[config.mk]
export PLATFORM = sky130hd
export DESIGN_NAME = instruction_fetch_stage_flat
export DESIGN_NICKNAME = d
export VERILOG_FILES = /design/src/rtl/instruction_fetch_stage_if.sv /design/src/rtl/instruction_fetch_stage.sv /design/src/flat_wrapper.sv
export SDC_FILE = /design/constraint.sdc
export NUM_CORES = 1
export LEC_CHECK = 0
export ABC_AREA = 1
export BUFFER_PORTS_ARGS = -buffer_cell sky130_fd_sc_hd__buf_2
export CAP_MARGIN = 5
export CORE_MARGIN = 2
export CORE_UTILIZATION = 60
export DETAILED_ROUTE_END_ITERATION = 7
export GPL_TIMING_DRIVEN = 0
export PLACE_DENSITY = 0.92
export SYNTH_ARGS = -nofsm -noshare
export SYNTH_HDL_FRONTEND = slang
export SYNTH_SLANG_ARGS = --single-unit
[constraint.sdc]
create_clock -name clk_in -period 7 [get_ports clk_in]
set_clock_uncertainty 0.2 [all_clocks]
set_input_delay 0.35 -clock clk_in [delete_from_list [all_inputs] [get_ports clk_in]]
set_output_delay 0.35 -clock clk_in [all_outputs]
set_load 0.03 [all_outputs]
[src/rtl/instruction_fetch_stage_if.sv]
// Instruction-memory read port between the fetch stage (master) and imem (slave).
// Latency: request accepted the cycle it is raised; response returns >= 1 cycle later, in order.
// Backpressure: none on the port itself; the fetch stage throttles by withholding imem_req_out.
interface instruction_fetch_stage_if;
   logic        imem_req_out;
   logic [31:0] imem_addr_out;
   logic        imem_rvalid_in;
   logic [31:0] imem_rdata_in;

   modport master (
      output imem_req_out,
      output imem_addr_out,
      input  imem_rvalid_in,
      input  imem_rdata_in
   );

   modport slave (
      input  imem_req_out,
      input  imem_addr_out,
      output imem_rvalid_in,
      output imem_rdata_in
   );
endinterface

[src/rtl/instruction_fetch_stage.sv]
// RV32 fetch stage plus IF/ID register: owns the fetch PC, one outstanding imem read, response FIFO.
// Latency: request at t, response at t+L, instruction on instr_out after edge t+L+1 (no bypass).
// Backpressure: stall_in holds IF/ID; requests stop once FIFO entries plus in-flight reach BUF_DEPTH.
module instruction_fetch_stage #(
   parameter logic [31:0] RESET_PC  = 32'h0000_0000,
   parameter int          BUF_DEPTH = 2
) (
   input  logic                             clk_in,
   input  logic                             rst_in,
   input  logic                             stall_in,
   input  logic                             redirect_in,
   input  logic [31:0]                      redirect_pc_in,
   instruction_fetch_stage_if.master        imem,
   output logic [31:0]                      instr_out,
   output logic [31:0]                      pc_out,
   output logic                             flush_out
);

   localparam logic [31:0] NOP = 32'h0000_0013;
   localparam int          PW  = $clog2(BUF_DEPTH);
   localparam int          CW  = $clog2(BUF_DEPTH + 1);

   typedef struct packed {
      logic [31:0] pc;
      logic [31:0] instr;
   } entry_t;

   logic [31:0]   fetch_pc_q, fetch_pc_d;
   logic [31:0]   req_pc_q, req_pc_d;
   logic          outstanding_q, outstanding_d;
   logic          drop_q, drop_d;
   entry_t        fifo_q [BUF_DEPTH];
   logic [PW-1:0] rd_ptr_q, rd_ptr_d;
   logic [PW-1:0] wr_ptr_q, wr_ptr_d;
   logic [CW-1:0] count_q, count_d;
   logic [31:0]   instr_q, instr_d;
   logic [31:0]   pc_q, pc_d;
   logic          flush_q, flush_d;

   logic          pop;
   logic          rsp;
   logic          push;
   logic          issue;
   logic [CW:0]   occupancy;

   function automatic logic [PW-1:0] ptr_inc(input logic [PW-1:0] p);
      return (p == PW'(BUF_DEPTH - 1)) ? '0 : p + 1'b1;
   endfunction

   // Handshake decisions: pop to decode, accept response, and issue gating by reserved FIFO space.
   always_comb begin
      pop       = !stall_in && (count_q != '0);
      occupancy = (CW+1)'(count_q) - (CW+1)'(pop) + (CW+1)'(outstanding_q);
      issue     = !rst_in && !redirect_in
                  && (!outstanding_q || imem.imem_rvalid_in)
                  && (occupancy < (CW+1)'(BUF_DEPTH));
      rsp       = imem.imem_rvalid_in && outstanding_q;
      push      = rsp && !drop_q && !redirect_in;
   end

   // Next-state for fetch PC, in-flight tracking, FIFO pointers and the IF/ID register.
   always_comb begin
      fetch_pc_d    = fetch_pc_q;
      req_pc_d      = req_pc_q;
      outstanding_d = outstanding_q;
      drop_d        = drop_q;
      rd_ptr_d      = rd_ptr_q;
      wr_ptr_d      = wr_ptr_q;
      count_d       = count_q;
      instr_d       = instr_q;
      pc_d          = pc_q;
      flush_d       = flush_q;

      if (issue) begin
         req_pc_d      = fetch_pc_q;
         outstanding_d = 1'b1;
      end else if (rsp) begin
         outstanding_d = 1'b0;
      end

      if (redirect_in) begin
         // Low two bits of the target are masked; a still-pending read must be thrown away.
         fetch_pc_d = redirect_pc_in & 32'hFFFF_FFFC;
         drop_d     = outstanding_q && !imem.imem_rvalid_in;
         rd_ptr_d   = '0;
         wr_ptr_d   = '0;
         count_d    = '0;
         instr_d    = NOP;
         flush_d    = 1'b1;
      end else begin
         if (issue) begin
            fetch_pc_d = fetch_pc_q + 32'd4;
         end
         if (rsp) begin
            drop_d = 1'b0;
         end
         if (push) begin
            wr_ptr_d = ptr_inc(wr_ptr_q);
         end
         if (pop) begin
            rd_ptr_d = ptr_inc(rd_ptr_q);
         end
         count_d = count_q + CW'(push) - CW'(pop);

         if (stall_in) begin
            instr_d = instr_q;
         end else if (count_q != '0) begin
            instr_d = fifo_q[rd_ptr_q].instr;
            pc_d    = fifo_q[rd_ptr_q].pc;
            flush_d = 1'b0;
         end else begin
            instr_d = NOP;
            flush_d = 1'b1;
         end
      end
   end

   // Control and IF/ID state, cleared immediately on reset.
   always_ff @(posedge clk_in or posedge rst_in) begin
      if (rst_in) begin
         fetch_pc_q    <= RESET_PC;
         req_pc_q      <= RESET_PC;
         outstanding_q <= 1'b0;
         drop_q        <= 1'b0;
         rd_ptr_q      <= '0;
         wr_ptr_q      <= '0;
         count_q       <= '0;
         instr_q       <= NOP;
         pc_q          <= RESET_PC;
         flush_q       <= 1'b1;
      end else begin
         fetch_pc_q    <= fetch_pc_d;
         req_pc_q      <= req_pc_d;
         outstanding_q <= outstanding_d;
         drop_q        <= drop_d;
         rd_ptr_q      <= rd_ptr_d;
         wr_ptr_q      <= wr_ptr_d;
         count_q       <= count_d;
         instr_q       <= instr_d;
         pc_q          <= pc_d;
         flush_q       <= flush_d;
      end
   end

   // FIFO storage: entries are only meaningful between write and read pointer, so no reset needed.
   always_ff @(posedge clk_in) begin
      if (push) begin
         fifo_q[wr_ptr_q] <= '{pc: req_pc_q, instr: imem.imem_rdata_in};
      end
   end

   assign imem.imem_req_out  = issue;
   assign imem.imem_addr_out = fetch_pc_q;
   assign instr_out          = instr_q;
   assign pc_out             = pc_q;
   assign flush_out          = flush_q;

endmodule

[src/flat_wrapper.sv]
// flat-port wrapper written by rule: the top's interface ports become plain ports
module instruction_fetch_stage_flat 
#(
   parameter logic [31:0] RESET_PC  = 32'h0000_0000,
   parameter int          BUF_DEPTH = 2
)
  (clk_in, rst_in, stall_in, redirect_in, redirect_pc_in, instr_out, pc_out, flush_out, imem_imem_req_out, imem_imem_addr_out, imem_imem_rvalid_in, imem_imem_rdata_in);
  instruction_fetch_stage_if imem_i ();
  input  logic clk_in;
  input  logic rst_in;
  input  logic stall_in;
  input  logic redirect_in;
  input  logic [31:0] redirect_pc_in;
  output logic [31:0] instr_out;
  output logic [31:0] pc_out;
  output logic flush_out;
  output wire logic [$bits(imem_i.imem_req_out)-1:0] imem_imem_req_out;
  output wire logic [$bits(imem_i.imem_addr_out)-1:0] imem_imem_addr_out;
  input wire logic [$bits(imem_i.imem_rvalid_in)-1:0] imem_imem_rvalid_in;
  input wire logic [$bits(imem_i.imem_rdata_in)-1:0] imem_imem_rdata_in;
  assign imem_imem_req_out = imem_i.imem_req_out;
  assign imem_imem_addr_out = imem_i.imem_addr_out;
  assign imem_i.imem_rvalid_in = imem_imem_rvalid_in;
  assign imem_i.imem_rdata_in = imem_imem_rdata_in;
  instruction_fetch_stage #(.RESET_PC(RESET_PC), .BUF_DEPTH(BUF_DEPTH)) u_core (.clk_in(clk_in), .rst_in(rst_in), .stall_in(stall_in), .redirect_in(redirect_in), .redirect_pc_in(redirect_pc_in), .imem(imem_i), .instr_out(instr_out), .pc_out(pc_out), .flush_out(flush_out));
endmodule
==> reports/metrics.csv <==
stage,metric,value,unit
sta,min_period,3.944,ns
placed_design,dp_hpwl,16420,um
floorplanning,die_x,134.4,um
sta,fmax,253.5,MHz
floorplanning,core_region_area,16580,um2
floorplanning,io_pins,167,
layout,drive_above_1_share,0.1935,
detailed_routing,vias,7956,
clock_network,cts_setup_buffers,0,
clock_network,tritoncts,built,
sta,tightest_slew,0.6161,ns
sta,rsz0062_at_grt,no,
clock_network,path_clk_slew,0.06,ns
global_routing,grt_usage,0.2904,
sta,maxSlewViolCount,0,
setup_path,cp-end-kind,output pin,
clock_network,cts_root_buf,clkbuf_16,
placed_design,gp_congestion,0.9092,
clock_network,cts-hold-fix-buffers,64,
sta,hold_viol,0,
placed_design,place_ws,3.677,ns
sta,setup_viol,0,
synthesis,yosysUniqueCellTypes,31,
synthesis,yosys_warnings,0,
power,swShare,0.3738,
setup_path,required,6.45,ns
floorplanning,die_h,134.4,um
synthesis,ys_seq_area_frac,0.6821,
synthesis,async_flop_share,0.5099,
global_routing,grt_antenna_before_repair,0,
layout,fillers,996,
setup_path,start_kind,flop,
layout,num-nets-final,1291,
setup_path,critical_path_arrival,3.39,ns
floorplanning,dieArea,18060,um2
layout,syn_to_final_growth,26.55,%
clock_network,cts_made_buffers,25,
power,combPwrFrac,0.305,
clock_network,htreeDepth,1,
power,power.density,402.1,nW/um2
power,p_leak,0.005655,uW
setup_path,worstRegToRegCells,10,
synthesis,synthCells,959,
synthesis,synthFlopType,dfrtp_1,
min_path,hold_depth,4,
detailed_routing,drt_iter0_markers,759,
placed_design,port_buffers,160,
synthesis,yosys_register_bits,253,
detailed_routing,ant_nets,0,
power,sequentialPowerShare,0.430,
sta,relSlewSlack,0.5883,
clock_network,clock_latency,0.51,ns
power,power_frac_clock,0.265,
status,outcome,completed,
detailed_routing,post_drt_wl_per_cell,17.75,um
min_path,hp-class,primary input to flop,
detailed_routing,firstDrtPassIters,8,
global_routing,grt_pass1_vias,8085,
power,irDropWorstVdd,234.6,uV
floorplanning,num_rows,47,
synthesis,synth_edf_count,124,
setup_path,worst-setup-path-type,flop to output pin,
sta,setup_tns,0,ns
clock_network,clk_path_buf_depth,3,
synthesis,syn-cell-area,10200,um2
layout,regArea,6957,um2
run,cap_violations,0,
layout,multiInputGateArea,2865,um2
detailed_routing,drcViolationCount,0,
sta,layout_setup_ws,3.056,ns
global_routing,overflow,0,
floorplanning,start_util,0.6150,
detailed_routing,viasPerCell,5.468,
global_routing,grt_first_pass_wirelength,40940,um
power,power.switching,1940,uW
power,internal_power,3250,uW
setup_path,worstPathMaxFanout,10,
global_routing,grt_max_degree,67,
synthesis,syn_area_per_cell,10.63,um2
layout,antenna_cells,0,
clock_network,cts_resized,0,
sta,finalCritPeriodShare,0.5634,
detailed_routing,wl,25830,um
clock_network,cts.sinks,253,
==> flip-flops by register name, summed over array words and instances, names as in the netlist <==
register and cells:
u_core.instr_out 32, u_core.pc_out 30, u_core.flush_out 1, u_core.req_pc_q 30, u_core.rd_ptr_q 1, u_core.drop_q 1
u_core.outstanding_q 1, u_core.count_q 2, u_core.fifo_q 124, u_core.imem.imem_addr_out 30, u_core.wr_ptr_q 1
==> cell type report <==
class / instances / share of cell area
Tap cell: 220 / 0.02133
Timing Repair Buffer: 229 / 0.1212
Multi-Input combinational cell: 614 / 0.2220
Buffer: 42 / 0.01580
Inverter: 53 / 0.01580
Clock inverter: 11 / 0.01173
Sequential cell: 253 / 0.5390
Clock buffer: 33 / 0.05313
==> worst max-delay path: stages, from the launching register on <==
cell and delay [ns]:
dfrtp_1 0.45, o21ai_1 0.51, inv_1 0.15, nor2_1 0.11, o21ai_0 0.10, fa_1 0.53, nand3_1 0.13, nor2_4 0.25
clkbuf_1 0.37, buf_2 0.28
==> cell usage after synthesis (5+ instances only) <==
master    instances  area, um2
clkbuf_1         17      63.81
mux2i_1          29      290.3
inv_1            49      183.9
xnor2_1           5      43.79
o21bai_1          8      60.06
buf_2            19      95.09
nand2_1         329       1235
dfrtp_1         125       3128
o21ai_0          46      230.2
nand3_1          53      265.3
a31oi_1          33      206.5
nor2_1           84      315.3
edfxtp_1        124       3724
==> power by group through the flow <==
| stage | clock network, uW | logic (uW) | registers, uW |
|---|---|---|---|
| global route | 1440 | 1720 | 2260 |
| detailed placement | 0 | 1520 | 2240 |
| CTS | 1380 | 1560 | 2220 |
| floorplan | 0 | 688 | 2540 |
| global placement | 0 | 1450 | 2210 |
| finish | 1380 | 1580 | 2230 |
==> per-layer routing <==
metal  up-vias  GRT usage  wire length (um)
li1       3705          -                 -
met1      3778     0.3720             10070
met2       405     0.5145             13040
met3        68    0.04422              2041
met4         0    0.08947               674
met5         -          0                 0
==> logic make-up after synthesis <==
family                   synth area share
other                           0.0003677
XOR/XNOR                         0.006871
multiplexers                      0.02846
flip-flops                         0.6821
AO/OA/AOI/OAI                     0.05374
adder cells (fa/ha/maj)          0.005644
AND/OR/NAND/NOR                    0.1833
buffers and inverters             0.03950
==> layout by cell type (no fill, tap or decap), types with 3 or more instances in the layout <==
cell / Yosys / layout
nand2_1: 329 / 329
buf_2: 19 / 179
dfrtp_1: 125 / 125
edfxtp_1: 124 / 124
nor2_1: 84 / 82
dlygate4sd3_1: 0 / 64
nand3_1: 53 / 53
inv_1: 49 / 48
o21ai_0: 46 / 46
a31oi_1: 33 / 33
mux2i_1: 29 / 29
clkbuf_16: 0 / 25
clkbuf_1: 17 / 22
o21bai_1: 8 / 8
xnor2_1: 5 / 5
nor2_4: 2 / 4
o21ai_1: 4 / 4
clkinv_1: 1 / 4
buf_4: 4 / 4
conb_1: 1 / 4
clkinv_2: 0 / 4
bufinv_16: 0 / 4
dfstp_2: 4 / 4
xor2_1: 3 / 3
inv_2: 3 / 3
and2_1: 3 / 3
ha_1: 3 / 3
clkbuf_8: 0 / 3
buf_16: 0 / 3
==> stage by stage <==
step                hold slack [ns]  area, um2  total power, uW  std cells    util
global placement             0.2498      11290             3660       1342  0.6805
global route                0.06261      12910             5421       1455  0.7783
floorplan                    0.2424      10210             3224        962       -
detailed placement           0.2614      11430             3759       1347  0.6892
CTS                         0.03949      12910             5157       1455  0.7783
finish                      0.06297      12910             5190       1455  0.7783
==> final timing paths <==
| kind | start | to | slack (ns) |
|---|---|---|---|
| setup / recovery | u_core.count_q[1] | imem_imem_req_out | 3.06 |
| hold / removal | redirect_in | u_core.pc_out[31] | 0.06 |
| setup reg to reg | u_core.count_q[1] | u_core.req_pc_q[17] | 3.84 |
| hold reg to reg | u_core.req_pc_q[3] | u_core.fifo_q[1][35] | 0.28 |
| max in group asynchronous | rst_in | u_core.flush_out | 5.56 |
| min in group asynchronous | rst_in | u_core.req_pc_q[3] | 0.29 |
No activity file was read; power rests on OpenSTA's default activity.
